--- config.mk ---
export PLATFORM = sky130hd
export DESIGN_NAME = adc_lvds_emulator_flat
export DESIGN_NICKNAME = d
export VERILOG_FILES = /design/src/rtl/adc_lvds_emulator_if.sv /design/src/rtl/adc_lvds_emulator.sv /design/src/flat_wrapper.sv
export SDC_FILE = /design/constraint.sdc
export NUM_CORES = 1
export LEC_CHECK = 0
export BUFFER_PORTS_ARGS = -buffer_cell sky130_fd_sc_hd__buf_4
export CAP_MARGIN = 20
export CORE_UTILIZATION = 45
export CTS_CLUSTER_SIZE = 16
export DETAILED_ROUTE_END_ITERATION = 16
export GPL_ROUTABILITY_DRIVEN = 0
export PLACE_DENSITY = 0.61
export SYNTH_ARGS = -nofsm -noshare
export SYNTH_HDL_FRONTEND = slang
export SYNTH_SLANG_ARGS = --single-unit
--- constraint.sdc ---
create_clock -name sys_clk -period 2.25 [get_ports sys_clk]
set_input_delay 0.225 -clock sys_clk [delete_from_list [all_inputs] [get_ports sys_clk]]
set_output_delay 0.225 -clock sys_clk [all_outputs]
set_load 0.03 [all_outputs]
--- src/rtl/adc_lvds_emulator_if.sv ---
// External sample stream into the ADC LVDS emulator: one word set per frame.
// Transfer happens in the emulator's load cycle when ext_valid && ext_ready.
// Source holds ext_data/ext_valid; ready is only offered in a mode-3 load cycle.
interface adc_lvds_emulator_if #(
   parameter int BITS  = 12,
   parameter int LANES = 4
);
   logic [LANES*BITS-1:0] ext_data;
   logic                  ext_valid;
   logic                  ext_ready;

   modport master (output ext_data, output ext_valid, input ext_ready);
   modport slave  (input ext_data, input ext_valid, output ext_ready);
endinterface

--- src/rtl/adc_lvds_emulator.sv ---
// Emulates one multi-lane ADC LVDS transmitter: serial lanes MSB first, dco, fco.
// Latency: first MSB one cycle after the load cycle; 2 cycles per bit, no gap between frames.
// Backpressure: none downstream; ext_ready offered only in mode-3 load cycles, missing data -> underrun.
module adc_lvds_emulator #(
   parameter int BITS  = 12,
   parameter int LANES = 4
) (
   input  logic                 sys_clk,
   input  logic                 user_reset,
   input  logic                 enable,
   input  logic [1:0]           mode,
   input  logic [BITS-1:0]      fixed_word,
   input  logic                 underrun_clr,
   adc_lvds_emulator_if.slave   ext,
   output logic [LANES-1:0]     lane_out,
   output logic                 adc_dco,
   output logic                 adc_fco,
   output logic [15:0]          frame_count,
   output logic                 underrun
);
   localparam int IW = $clog2(BITS);
   localparam logic [IW-1:0]   LAST_BIT = IW'(BITS - 1);
   localparam logic [IW-1:0]   HALF_BIT = IW'(BITS / 2);
   localparam logic [BITS-1:0] ALT_HI   = {(BITS/2){2'b10}};

   typedef enum logic {IDLE, SHIFT} state_t;

   state_t               state_q, state_d;
   logic [IW-1:0]        bit_idx_q, bit_idx_d;
   logic                 phase_q, phase_d;
   logic [BITS-1:0]      shreg_q [LANES];
   logic [BITS-1:0]      shreg_d [LANES];
   logic [BITS-1:0]      ramp_q [LANES];
   logic [BITS-1:0]      ramp_d [LANES];
   logic [BITS-1:0]      last_ext_q [LANES];
   logic [BITS-1:0]      last_ext_d [LANES];
   logic [15:0]          frame_count_q, frame_count_d;
   logic                 underrun_q, underrun_d;
   logic [LANES-1:0]     lane_out_q, lane_out_d;
   logic                 dco_q, dco_d;
   logic                 fco_q, fco_d;
   logic                 frame_end;
   logic                 load;

   // Load cycle detection; ready is offered only when the external stream is the source.
   always_comb begin
      frame_end     = (state_q == SHIFT) && (bit_idx_q == LAST_BIT) && phase_q;
      load          = enable && ((state_q == IDLE) || frame_end);
      ext.ext_ready = load && (mode == 2'd3);
   end

   // Next state: bit/phase sequencing, word loading per source, and the registered line outputs.
   always_comb begin
      state_d       = state_q;
      bit_idx_d     = bit_idx_q;
      phase_d       = phase_q;
      shreg_d       = shreg_q;
      ramp_d        = ramp_q;
      last_ext_d    = last_ext_q;
      frame_count_d = frame_count_q;
      underrun_d    = underrun_q;
      lane_out_d    = '0;
      dco_d         = 1'b0;
      fco_d         = 1'b0;

      if (state_q == SHIFT) begin
         if (!phase_q) begin
            phase_d = 1'b1;
         end else if (!frame_end) begin
            phase_d   = 1'b0;
            bit_idx_d = bit_idx_q + IW'(1);
            for (int k = 0; k < LANES; k++) shreg_d[k] = shreg_q[k] << 1;
         end else begin
            // Frame finished without a new load: park until enabled again.
            state_d   = IDLE;
            phase_d   = 1'b0;
            bit_idx_d = '0;
         end
      end

      // Clear first so a same-cycle underrun set overrides it.
      if (underrun_clr) underrun_d = 1'b0;

      if (load) begin
         state_d       = SHIFT;
         bit_idx_d     = '0;
         phase_d       = 1'b0;
         frame_count_d = frame_count_q + 16'd1;
         for (int k = 0; k < LANES; k++) begin
            case (mode)
               2'd0: shreg_d[k] = fixed_word;
               2'd1: begin
                  shreg_d[k] = ramp_q[k];
                  ramp_d[k]  = ramp_q[k] + BITS'(1);
               end
               2'd2: shreg_d[k] = frame_count_q[0] ? ~ALT_HI : ALT_HI;
               default: begin
                  if (ext.ext_valid) begin
                     shreg_d[k]    = ext.ext_data[k*BITS +: BITS];
                     last_ext_d[k] = ext.ext_data[k*BITS +: BITS];
                  end else begin
                     shreg_d[k] = last_ext_q[k];
                  end
               end
            endcase
         end
         if ((mode == 2'd3) && !ext.ext_valid) underrun_d = 1'b1;
      end

      // Outputs are derived from next state so they line up with the registered counters.
      if (state_d == SHIFT) begin
         for (int k = 0; k < LANES; k++) lane_out_d[k] = shreg_d[k][BITS-1];
         dco_d = phase_d;
         fco_d = (bit_idx_d < HALF_BIT);
      end
   end

   // State and output registers; async reset abandons any frame in flight.
   always_ff @(posedge sys_clk or negedge user_reset) begin
      if (!user_reset) begin
         state_q       <= IDLE;
         bit_idx_q     <= '0;
         phase_q       <= 1'b0;
         frame_count_q <= '0;
         underrun_q    <= 1'b0;
         lane_out_q    <= '0;
         dco_q         <= 1'b0;
         fco_q         <= 1'b0;
         for (int k = 0; k < LANES; k++) begin
            shreg_q[k]    <= '0;
            ramp_q[k]     <= BITS'(k);
            last_ext_q[k] <= '0;
         end
      end else begin
         state_q       <= state_d;
         bit_idx_q     <= bit_idx_d;
         phase_q       <= phase_d;
         frame_count_q <= frame_count_d;
         underrun_q    <= underrun_d;
         lane_out_q    <= lane_out_d;
         dco_q         <= dco_d;
         fco_q         <= fco_d;
         shreg_q       <= shreg_d;
         ramp_q        <= ramp_d;
         last_ext_q    <= last_ext_d;
      end
   end

   assign lane_out    = lane_out_q;
   assign adc_dco     = dco_q;
   assign adc_fco     = fco_q;
   assign frame_count = frame_count_q;
   assign underrun    = underrun_q;
endmodule
--- src/flat_wrapper.sv ---
// flat-port wrapper written by rule: the top's interface ports become plain ports
module adc_lvds_emulator_flat 
#(
   parameter int BITS  = 12,
   parameter int LANES = 4
)
  (sys_clk, user_reset, enable, mode, fixed_word, underrun_clr, lane_out, adc_dco, adc_fco, frame_count, underrun, ext_ext_data, ext_ext_valid, ext_ext_ready);
  adc_lvds_emulator_if #(.BITS(BITS), .LANES(LANES)) ext_i ();
  input  logic sys_clk;
  input  logic user_reset;
  input  logic enable;
  input  logic [1:0] mode;
  input  logic [BITS-1:0] fixed_word;
  input  logic underrun_clr;
  output logic [LANES-1:0] lane_out;
  output logic adc_dco;
  output logic adc_fco;
  output logic [15:0] frame_count;
  output logic underrun;
  input wire logic [$bits(ext_i.ext_data)-1:0] ext_ext_data;
  input wire logic [$bits(ext_i.ext_valid)-1:0] ext_ext_valid;
  output wire logic [$bits(ext_i.ext_ready)-1:0] ext_ext_ready;
  assign ext_i.ext_data = ext_ext_data;
  assign ext_i.ext_valid = ext_ext_valid;
  assign ext_ext_ready = ext_i.ext_ready;
  adc_lvds_emulator #(.BITS(BITS), .LANES(LANES)) u_core (.sys_clk(sys_clk), .user_reset(user_reset), .enable(enable), .mode(mode), .fixed_word(fixed_word), .underrun_clr(underrun_clr), .ext(ext_i), .lane_out(lane_out), .adc_dco(adc_dco), .adc_fco(adc_fco), .frame_count(frame_count), .underrun(underrun));
endmodule
# Word level (Yosys, flattened, before mapping)
# Cells that the tools add are included.
[totals]
out_inout_bits = 24
regBits = 173
in_bits = 67
word_cells = 82
[op_classes]
n_bitwise = 2
n_reduce_logical = 14
n_addsub = 6
muxes = 30
eq_ne = 5
n_lt_le_gt_ge = 1
[op_table]
columns = ["op", "count"]
rows = [
  ["48-bit 2-to-1 mux", 4],
  ["12-bit one-hot mux with 3 select lines", 4],
  ["12-bit 2-to-1 mux", 5],
  ["12-bit by 1-bit adder with 12-bit output, second input constant", 4],
  ["4-bit 2-to-1 mux", 5],
  ["16-bit by 1-bit adder with 16-bit output, second input constant", 1],
  ["1-bit 2-to-1 mux", 12],
  ["1-bit logical AND", 5],
  ["4-bit by 1-bit adder with 4-bit output, second input constant", 1],
  ["2-bit == test, second input constant", 2],
  ["4-bit == test, second input constant", 1],
  ["4-bit by 3-bit < comparator with 1-bit output, second input constant", 1],
  ["2-bit AND reduction", 2],
  ["2-bit nonzero test", 2],
  ["3-bit AND reduction", 1],
  ["3-bit OR reduction", 1],
  ["2-bit by 1-bit == test with 1-bit output, second input constant", 1],
  ["2-bit logical NOT", 1],
  ["2-bit != test, second input constant", 1],
  ["1-bit NOT", 2],
  ["1-bit logical NOT", 1],
  ["1-bit logical OR", 1],
]

# Depth between registers and ports, before layout
[logic_depth]
word_depth = 9
mapped_depth = 7
depth_no_buf = 5

# Worst setup path after synthesis
# Ideal clock, no wire load.
[synth_path]
kind = "reg2reg"
start = "register u_core.bit_idx_q[0]"
end = "register u_core.last_ext_q[0] (netlist bit)"
setup_time_ps = 125
stages_incl_launch_ff = 8
required_time_ps = 2125
period_less_slack_ps = 1900
setup_slack_ps = 350
arrival_time_ps = 1775
n_path_buf = 2
path_cell_list = "dfrtp_1 -> ha_1 -> nand4b_4 -> a21oi_2 -> and3_4 -> buf_6 -> buf_8 -> mux2_2"
[synth_via]
elab_chain_cells = 6
[synth_lines]
columns = ["element", "line", "text"]
rows = [
  ["start, declared", "adc_lvds_emulator.sv:29", "logic [IW-1:0] bit_idx_q, bit_idx_d;"],
  ["start signal, assigned", "adc_lvds_emulator.sv:136", "bit_idx_q <= bit_idx_d;"],
  ["4-bit == test", "adc_lvds_emulator.sv:47", "frame_end = (state_q == SHIFT) && (bit_idx_q == LAST_BIT) && phase_q;"],
  ["1-bit logical AND (2 in series)", "adc_lvds_emulator.sv:47", ""],
  ["1-bit logical OR", "adc_lvds_emulator.sv:48", "load = enable && ((state_q == IDLE) || frame_end);"],
  ["1-bit logical AND", "adc_lvds_emulator.sv:48", ""],
  ["2-bit AND reduction (no source line)", "-", ""],
  ["end signal, assigned", "adc_lvds_emulator.sv:145", "last_ext_q <= last_ext_d;"],
  ["end, declared", "adc_lvds_emulator.sv:35", "logic [BITS-1:0] last_ext_q [LANES];"],
]
# No other way between the ends.
# A chain may end at the register's enable or synchronous reset.

# Final worst setup path
[layout_path]
start = "register u_core.bit_idx_q[0]"
end = "output ext_ext_ready"
[layout_via]
elab_chain_cells = 6
[layout_lines]
columns = ["element", "line", "text"]
rows = [
  ["4-bit == test", "adc_lvds_emulator.sv:47", ""],
  ["1-bit logical AND (2 in series)", "adc_lvds_emulator.sv:47", ""],
  ["1-bit logical OR", "adc_lvds_emulator.sv:48", ""],
  ["1-bit logical AND", "adc_lvds_emulator.sv:48", ""],
  ["1-bit logical AND", "adc_lvds_emulator.sv:49", "ext.ext_ready = load && (mode == 2'd3);"],
  ["end, declared", "flat_wrapper.sv:22", "output wire logic [$bits(ext_i.ext_ready)-1:0] ext_ext_ready;"],
]
# No other way between the ends.

==> impl_results.md <==
- Count of final hold-check violations: 0
- Layout cells sized above 1: 0.2428
- Routed wire length: 22,790 um
- Max_slew headroom: 0.5379
- Core area: 0.01889 mm^2
- Initial DRT Pass Iterations: 8
- Routed length per placed instance: a little under 20 um
- Setup ws final: 0.1867 ns
- Dpl cells: 1,132
- Slew @ Worst Pin: between 0.6 and 0.7 ns
- Area after DPL: 0.009802 mm^2
- Outcome: completed
- # clock sinks: about 170
- RSZ-0062 raised after global routing: no
- Clk_skew: 0.01400 ns
- Data required, critical path: 2.03 ns
- Post-synth EDFFs: 0
- Reg2Reg Capture Point: u_core.last_ext_q[39]
- GR Util All Layers: 0.2425
- Hold Path Origin: ext_ext_data[21]
- Syn_area_per_cell: 10.87 um^2
- Cells after Synth: 804
- Length in cells of the worst reg-to-reg path: 6
- Die Span Y: ~140 um
- Drt via density: 5.769
- Net Switching: 3.688 mW
- Port Buf Inserts: 90
- Hold WC Path Type: input pin to flip-flop
- Initial antenna violation count: 0
- Initial core utilization: 0.4626
- Setup violators final: 0
- Power Internal: about 7 mW
- Flop pwr share: 0.427
- Fmax achieved: 0.4847 GHz
- Die area: 0.01998 mm^2
- PnR Total Power: 10.71 mW
- Min Tclk post-route: slightly above 2 ns
- PwrDens: 1032 mW/mm^2
- Netlist cell types: 51
- Final core occ: 0.5493
- Clock buffer depth: 2
- Final non-filler cell total: 1,166
- Worst EP arrival: 1.84 ns
- Rows: 50
- Cell Area, Synth: 0.008740 mm^2
- Inserted Diodes: 0
- Clock-pin slew on the worst setup and hold paths: approximately 0.070 ns
- Ys Warns: 0
- Nets@finish: ~970
- Crit Path Category: flip-flop to output pin
- # DRC: 0
- Switch share: 0.3443
- Antenna viol nets, final: 0
- Cells resized by post-CTS repair: 0
- Final worst-path cycle share: 0.9170
- Die Width: 141.4 um
- Ports: between 90 and 100
- CTS tree: built
- Design Area, Final: 0.01038 mm^2
- Largest net degree at the start of global routing: 58
- Clock power share: 0.262
- Hold EP: u_core.last_ext_q[33]
- R2R Setup Slk: 0.20 ns
- Overflow after GRT: 0
- Endpoint type of the worst setup path: output pin
- Seq/Total Area, Yosys: 0.4959
- Clk root buf: clkbuf_16
- Routed via count: 6,727
- Logic gate share of total power: 0.311
- Dpl ws: 0.2357 ns
- Syn-to-layout area delta: 18.75%
- TNS Setup: 0 ns
- H-tree depth: 4
- Syn Nets: 878
- HPWL after DPL: 16,600 um
- R2R Path Start: u_core.bit_idx_q[0]
- Peak supply drop: 541.8 uV
- DR iter-0 viols: 555
- Worst Setup Start Kind: flip-flop
- Clk_lat worst skew: around 0.44 ns
- Hold Worst Slack: around 0.025 ns
- Critical-path maximum fanout: 7
- CTS Buf Count: 17
- #FFs+latches synth: around 170
- First-pass GRT wire length: 36,870 um
- Leak pwr: 4.787 nW
- Synth Flop Type: dfrtp_1
- Vias in the first global route: 6,838
- Async SR Flop Fraction: 1.000
- Hold depth: 2
- Slew Limit Fails: 0
- FILL cells: 1,676
- Max_cap viols: 0
[registers in the layout, summed over array words and instances, names as in the netlist]
signal,flops
u_core.lane_out,4
u_core.ramp_q,48
u_core.state_q,1
u_core.bit_idx_q,4
u_core.last_ext_q,48
u_core.adc_dco,1
u_core.underrun,1
u_core.adc_fco,1
u_core.phase_q,1
u_core.shreg_q,48
u_core.frame_count,16
[cell usage in the layout, fill, tap and decap left out, types with 5 or more instances in the layout]
master and instances:
inv_1 14, o22ai_1 5, and3_1 10, nor2_1 14
nor3_1 13, buf_4 110, nand3_1 22, dfrtp_1 169
mux2_2 52, ha_1 7, a21oi_1 49, clkbuf_16 17
xor2_1 16, inv_6 5, nand2_1 86, and2_1 6
nor2b_1 8, a22oi_1 37, buf_12 8, o211ai_1 34
nand4_1 16, mux2i_1 60, xnor2_1 43, o21ai_0 40
nand2b_1 12
[what timing repair did]
action | in CTS | in global routing
buffers inserted | 0 | 0
endpoints found under the setup margin | 0 | 0
hold buffers | 2 | 0
endpoints found under the hold margin | 39 | 0
[power groups by stage]
stage,sequential (mW),clock (mW),combinational [mW]
detailed placement,4.61,0,3.34
global route,4.67,2.98,3.67
floorplan,4.55,0,2.16
finish,4.57,2.81,3.33
global placement,4.56,0,3.22
CTS,4.56,2.87,3.35
[kinds of logic (layout without fill, tap and decap cells)]
family / count (synthesis) / in the layout / synth area share
multiplexers: 116 / 116 / 0.1447
flip-flops: 173 / 173 / 0.4959
XOR/XNOR: 59 / 59 / 0.05913
buffers and inverters: 66 / 168 / 0.03794
adder cells (fa/ha/maj): 7 / 7 / 0.01002
AO/OA/AOI/OAI: 181 / 181 / 0.1369
AND/OR/NAND/NOR: 202 / 202 / 0.1154
[worst max path at each step]
stage                        startpoint  depth (start not counted)                    end  slack [ns]
floorplan           u_core.bit_idx_q[0]                          7   u_core.last_ext_q[0]        0.35
global placement    u_core.bit_idx_q[0]                          6  u_core.last_ext_q[27]        0.28
detailed placement  u_core.bit_idx_q[0]                          6  u_core.last_ext_q[39]        0.24
CTS                 u_core.bit_idx_q[0]                          6          ext_ext_ready        0.17
global route        u_core.bit_idx_q[1]                          6          ext_ext_ready        0.07
finish              u_core.bit_idx_q[0]                          6          ext_ext_ready        0.19
[routing by layer]
layer | vias up | track usage | part of all wire
met3 | 42 | 0.03881 | 0.052
met4 | 0 | 0.1070 | 0.030
li1 | 3092 | - | -
met5 | - | 0 | 0
met1 | 3366 | 0.3223 | 0.44
met2 | 227 | 0.3927 | 0.48
[layout make-up]
type	count	area, um^2	area share
clock buffer	19	452.9	0.04364
clock inverter	13	103.9	0.01001
inverter	15	56.30	0.005425
multi-input combinational	565	4089	0.3940
sequential	173	4334	0.4176
tap	260	325.3	0.03134
timing repair buffer	121	1017	0.09801
[worst max-delay path, stage by stage (launching register included)]
cell	delay (ns)
dfrtp_1	0.38
ha_1	0.26
nand4b_4	0.14
a21oi_4	0.23
nand2_2	0.15
inv_1	0.08
buf_4	0.15
[synth_stat cells (18+ instances only)]
| cell | n | area (um^2) |
|---|---|---|
| o21ai_0 | 40 | 200.2 |
| dfrtp_1 | 169 | 4229 |
| o211ai_1 | 34 | 255.2 |
| mux2i_1 | 60 | 600.6 |
| buf_2 | 18 | 90.09 |
| mux2_2 | 52 | 585.6 |
| a22oi_1 | 37 | 277.8 |
| nand3_1 | 22 | 110.1 |
| nand2_1 | 86 | 322.8 |
| xnor2_1 | 43 | 376.6 |
| a21oi_1 | 49 | 245.2 |
Power figures use the tool's default switching activity.
